<file path="config.mk">
export PLATFORM = sky130hd
export DESIGN_NAME = tdm_receiver
export DESIGN_NICKNAME = d
export VERILOG_FILES = /design/src/rtl/tdm_receiver.sv
export SDC_FILE = /design/constraint.sdc
export NUM_CORES = 1
export LEC_CHECK = 0
export BUFFER_PORTS_ARGS = -buffer_cell sky130_fd_sc_hd__buf_2
export CAP_MARGIN = 20
export CORE_MARGIN = 5
export CORE_UTILIZATION = 60
export CTS_CLUSTER_DIAMETER = 40
export CTS_CLUSTER_SIZE = 24
export DETAILED_ROUTE_END_ITERATION = 7
export GPL_TIMING_DRIVEN = 0
export PLACE_DENSITY = 0.8
export SLEW_MARGIN = 5
export SYNTH_ARGS = -nofsm -noshare
export SYNTH_HDL_FRONTEND = slang
export SYNTH_SLANG_ARGS = --single-unit
</file>
<file path="constraint.sdc">
create_clock -name m_axis_aclk -period 4.22 [get_ports m_axis_aclk]
set_clock_uncertainty 0.2 [all_clocks]
set_input_delay 0.211 -clock m_axis_aclk [delete_from_list [all_inputs] [get_ports m_axis_aclk]]
set_output_delay 0.211 -clock m_axis_aclk [all_outputs]
set_load 0.05 [all_outputs]
</file>
<file path="src/rtl/tdm_receiver.sv">
// TDM serial ADC receiver: deserialises 24-bit slot samples from an asynchronous bit clock
// and presents them on an AXI-Stream master through a 4-entry FIFO.
module tdm_receiver #(
   parameter int unsigned SLOTS     = 8,
   parameter int unsigned SLOT_BITS = 32
) (
   input  logic        m_axis_aclk,
   input  logic        m_axis_areset,
   input  logic        tdm_bclk,
   input  logic        tdm_fsync,
   input  logic        tdm_sdata,
   input  logic        enable,
   input  logic        clear,
   output logic [23:0] m_axis_tdata,
   output logic        m_axis_tvalid,
   input  logic        m_axis_tready,
   output logic [2:0]  m_axis_tuser,
   output logic        m_axis_tlast,
   output logic        overflow,
   output logic        frame_err
);
   localparam int unsigned       CntW     = $clog2(SLOT_BITS);
   localparam logic [CntW-1:0]   LastBit  = CntW'(SLOT_BITS - 1);
   localparam logic [CntW-1:0]   MsbCnt   = CntW'(24);
   localparam logic [CntW-1:0]   LsbBit   = CntW'(23);
   localparam logic [2:0]        LastSlot = 3'(SLOTS - 1);

   typedef enum logic {StIdle, StRun} state_e;

   logic [1:0]      bclk_sync_q, fsync_sync_q, sdata_sync_q;
   logic            bclk_last_q;
   logic            bit_edge, fsync_s, sdata_s, at_frame_start, frame_set;
   state_e          state_q;
   logic [CntW-1:0] bit_q;
   logic [2:0]      slot_q;
   logic [23:0]     shift_q;
   logic            wr_q, wr_last_q;
   logic [23:0]     wr_data_q;
   logic [2:0]      wr_user_q;

   logic [27:0]     mem_q [4];
   logic [1:0]      wr_ptr_q, rd_ptr_q, rd_ptr_d;
   logic [2:0]      count_q, count_d;
   logic            full, push, pop, ovf_set;
   logic [27:0]     wr_word, head_d;

   always_ff @(posedge m_axis_aclk) begin
      if (m_axis_areset) begin
         bclk_sync_q  <= '0;
         fsync_sync_q <= '0;
         sdata_sync_q <= '0;
         bclk_last_q  <= 1'b0;
      end else begin
         bclk_sync_q  <= {bclk_sync_q[0], tdm_bclk};
         fsync_sync_q <= {fsync_sync_q[0], tdm_fsync};
         sdata_sync_q <= {sdata_sync_q[0], tdm_sdata};
         bclk_last_q  <= bclk_sync_q[1];
      end
   end

   assign bit_edge       = bclk_sync_q[1] & ~bclk_last_q;
   assign fsync_s        = fsync_sync_q[1];
   assign sdata_s        = sdata_sync_q[1];
   assign at_frame_start = (bit_q == '0) && (slot_q == '0);
   // fsync must coincide exactly with slot 0 bit 0 while running; either mismatch is an error
   assign frame_set      = bit_edge && enable && (state_q == StRun) && (fsync_s != at_frame_start);

   always_ff @(posedge m_axis_aclk) begin
      if (m_axis_areset) begin
         state_q   <= StIdle;
         bit_q     <= '0;
         slot_q    <= '0;
         shift_q   <= '0;
         wr_q      <= 1'b0;
         wr_data_q <= '0;
         wr_user_q <= '0;
         wr_last_q <= 1'b0;
      end else begin
         wr_q <= 1'b0;
         if (!enable) begin
            state_q <= StIdle;
            bit_q   <= '0;
            slot_q  <= '0;
         end else if (bit_edge) begin
            if (fsync_s && ((state_q == StIdle) || !at_frame_start)) begin
               state_q <= StRun;
               bit_q   <= CntW'(1);
               slot_q  <= '0;
               shift_q <= {23'd0, sdata_s};
            end else if (state_q == StRun) begin
               if (at_frame_start && !fsync_s) begin
                  state_q <= StIdle;
               end else begin
                  if (bit_q < MsbCnt) shift_q <= {shift_q[22:0], sdata_s};
                  if (bit_q == LsbBit) begin
                     wr_q      <= 1'b1;
                     wr_data_q <= {shift_q[22:0], sdata_s};
                     wr_user_q <= slot_q;
                     wr_last_q <= (slot_q == LastSlot);
                  end
                  if (bit_q == LastBit) begin
                     bit_q  <= '0;
                     slot_q <= (slot_q == LastSlot) ? 3'd0 : slot_q + 3'd1;
                  end else begin
                     bit_q <= bit_q + CntW'(1);
                  end
               end
            end
         end
      end
   end

   assign wr_word = {wr_last_q, wr_user_q, wr_data_q};

   // Output registers are loaded with the post-update head, bypassing a same-cycle write
   always_comb begin
      full     = (count_q == 3'd4);
      pop      = m_axis_tvalid & m_axis_tready;
      push     = wr_q & (~full | pop);
      ovf_set  = wr_q & full & ~pop;
      rd_ptr_d = rd_ptr_q + {1'b0, pop};
      count_d  = count_q + {2'b00, push} - {2'b00, pop};
      head_d   = (push && (wr_ptr_q == rd_ptr_d)) ? wr_word : mem_q[rd_ptr_d];
   end

   always_ff @(posedge m_axis_aclk) begin
      if (push) mem_q[wr_ptr_q] <= wr_word;
   end

   always_ff @(posedge m_axis_aclk) begin
      if (m_axis_areset) begin
         wr_ptr_q      <= '0;
         rd_ptr_q      <= '0;
         count_q       <= '0;
         m_axis_tvalid <= 1'b0;
         m_axis_tdata  <= '0;
         m_axis_tuser  <= '0;
         m_axis_tlast  <= 1'b0;
         overflow      <= 1'b0;
         frame_err     <= 1'b0;
      end else begin
         if (push) wr_ptr_q <= wr_ptr_q + 2'd1;
         rd_ptr_q      <= rd_ptr_d;
         count_q       <= count_d;
         m_axis_tvalid <= (count_d != 3'd0);
         if (count_d != 3'd0) {m_axis_tlast, m_axis_tuser, m_axis_tdata} <= head_d;
         overflow      <= ovf_set | (overflow & ~clear);
         frame_err     <= frame_set | (frame_err & ~clear);
      end
   end

endmodule

</file>
==> metrics.yaml <==
slew_viol_final: 0
numCtsBuffers: 26
fin_ws_ps: 226.6
status: "finished, final reports clean"
pwr_density_cell_nw_per_um2: 522.6
crit_path_end: "m_axis_tdata[23]"
synth_simple_gate_area_share_pct: 7.275
tightest_slew_ps: 962.0
nNetsFinal: 673
min_period_over_period_pct: 94.63
crit_required_ps: 4480
finalHoldViolCount: 0
ys_ff_latch: 218
cts.path.max_buffers: 3
yosysMostFrequentCell: "edfxtp_1"
reg2reg_setup_slack_ps: 230
grt_setup_unrepaired: "false"
cp_max_fo: 10
clk_pin_slew_ps: 60
synth_common_cells: "edfxtp_1 (112), dfxtp_1 (106), nand2_1 (63), a21oi_1 (35)"
cts_tree: "done"
grt_pass1_vias: 5406
critPathKind: "reg2reg"
dp_hpwl_mm: 11.58
synth_top_family_by_area: "compound AO/OA/AOI/OAI gates"
synthAdderAreaFrac_pct: 2.321
fp-row-count: 43
post-route-util_pct: 71.91
drtIter0Drc: 518
drtAntennaViolNets: 0
synth_top_area_share_pct: 39.99
h-tree-depth: 1
synth_top_cell_by_area: "edfxtp_1"
synth-main-ff-cell: "edfxtp_1"
num_vias: 5211
gr-total-overflow: 0
synth_cell_type_count: 50
die_x_um: 128.4
place_area_um2: 8961
area.growth.synth_to_final_pct: 18.22
cp-start-kind: "flip-flop"
routed_wl_mm: 18.05
power.leakage_nw: 4.024
cp-end-kind: "flip-flop"
startpoint: "m_axis_tvalid"
critPathTopFamily: "buffers and inverters"
design_area_um2: 9943
critical_path.cell_chain: "a211oi_1 -> a21bo_2 -> buf_2 -> buf_2 -> ha_1 -> inv_1 -> ha_1 -> fa_1 -> xor3_1 -> a21oi_1 -> clkbuf_1 -> o211a_1 -> a221o_1"
post_drt_wl_per_cell_um: 21.24
place_ws_ps: -410.9
clkSinkCount: 218
crit_slowest_cell: "clkbuf_1"
drc: 0
core_um2: 13830
io_pins: 39
rr_startpoint: "m_axis_tvalid"
final_layout_size_suffix_gt1_share_pct: 25.97
reg2reg_depth: 13
fmax_mhz: 250.4
hold_class: "in2reg"
viasPerCell: 6.131
period_needed_ps: 3993
maxCapViolCount: 0
antenna_found_initial: 0
ys_warn_count: 0
grt_pass1_wl_mm: 28.90
grt_max_degree: 20
die_y_um: 128.4
setup_viol: 0
drtPass1Iterations: 5
gp_congestion: 0.8332
track_usage_pct: 22.51
initial_utilization_pct: 60.83
synth_compound_area_share_pct: 13.55
synthTopCellsByArea: "edfxtp_1 (40%), dfxtp_1 (25%), mux4_2 (7.5%), a221o_1 (3.3%), o211a_1 (3.3%)"
clkLatencyLatePin_ps: 530
cp_num_cells: 13
design.die.area_um2: 16490
synth_seq_area_share_pct: 65.22
critPathBufInv: 4
portBuffers: 37
max_stage_delay_ps: 470
diodes: 0
r2r-end: "m_axis_tdata[23]"
cp.arrival_ps: 4250
syn_nets: 598
cts-root-buf: "clkbuf_16"
ir_worst_vdd_mv: 0.2971
async_reset_ff_share_pct: 0
synth_cells: 575
slew_headroom_pct: 35.87
synth-edff-count: 112
muxShareOfSynthArea_pct: 7.736
netlist_area_um2: 8411
synth-xor-area-share_pct: 0.8628
synth_area_per_cell_um2: 14.63
-- tightest hold or removal path, delay by kind of cell --
kind	cells	cell delay (ps)
AND/OR/NAND/NOR	1	160
buffers and inverters	2	540
-- through the flow --
stage	std cells	hold slack, ps	TNS (ps)	power, mW
6_report	850	229.0	0	5.196
3_3_place_gp	792	222.2	-2236	2.932
2_1_floorplan	575	139.2	0	2.743
3_5_place_dp	796	233.2	-7575	2.955
5_1_grt	850	255.7	0	5.378
4_1_cts	850	197.3	0	5.213
-- cell families (layout without fill, tap and decap cells) --
| kind of cell | Yosys count | after routing |
|---|---|---|
| flip-flops | 218 | 218 |
| AO/OA/AOI/OAI | 130 | 130 |
| AND/OR/NAND/NOR | 120 | 120 |
| buffers and inverters | 57 | 152 |
| multiplexers | 30 | 30 |
| adder cells (fa/ha/maj) | 15 | 15 |
| XOR/XNOR | 5 | 5 |
-- cells in the final DEF, fill, tap and decap left out, types with 4 or more instances in the layout --
cell type      synthesis  layout
a21oi_1               35      35
a221o_1               28      28
a22o_1                 4       4
a22o_2                20      20
buf_16                 0       4
buf_2                 15      52
clkbuf_1              16      15
clkbuf_16              0      27
clkinv_4               0       4
dfxtp_1              106     106
dlygate4sd3_1          0       6
edfxtp_1             112     112
ha_1                  14      14
inv_1                 19      19
inv_6                  0       6
inv_8                  0       4
mux4_2                28      28
nand2_1               63      63
nor2_1                19      14
nor2_4                 0       5
nor2b_1               12      12
o211a_1               28      28
-- flip-flops by register name (all words and copies together), names as in the netlist, 3 cells and up --
name	count
count_q	3
m_axis_tdata	24
slot_q	3
bit_q	5
wr_user_q	3
wr_data_q	24
shift_q	23
m_axis_tuser	3
mem_q	112
-- how the worst min path moves through the flow --
stage / cells after the start / from / to / slack [ps]
6_report: 3 / m_axis_areset / count_q[1] / 230
5_1_grt: 3 / tdm_sdata / sdata_sync_q[0] / 260
4_1_cts: 3 / m_axis_areset / count_q[1] / 200
3_5_place_dp: 2 / tdm_fsync / fsync_sync_q[0] / 230
3_3_place_gp: 2 / tdm_fsync / fsync_sync_q[0] / 220
2_1_floorplan: 1 / tdm_bclk / bclk_sync_q[0] / 140
-- final cells by class --
class                   instances  area (um^2)
plain buffers                  37        182.7
fillers                       850         3884
multi-input cells             300         2708
clock inverters                18        201.4
repair buffers                 48        362.8
flip-flops and latches        218         5485
inverters                      19        71.32
clock buffers                  30        706.9
well taps                     180        225.2
-- layer usage --
layer | vias up | wire length [um] | GRT usage [%]
li1 | 2360 | - | -
met1 | 2666 | 7511 | 29.52
met2 | 156 | 9168 | 38.22
met3 | 29 | 1040 | 4.483
met4 | 0 | 330 | 6.991
met5 | - | 0 | 0
-- power breakdown --
part           leakage (nW)  internal (mW)  switching, mW
Sequential             2.15           2.23         0.0174
Combinational          1.43          0.208          0.458
Clock                 0.449           1.32          0.962
Total                  4.02           3.76           1.44
-- what timing repair did --
action	4_1_cts	5_1_grt
pin swaps	0	0
resized for setup	3	1
hold endpoints to repair	6	0
setup buffers	1	0
setup endpoints to repair	20	20
hold buffers	6	0
(Power assumes the default switching activity.)
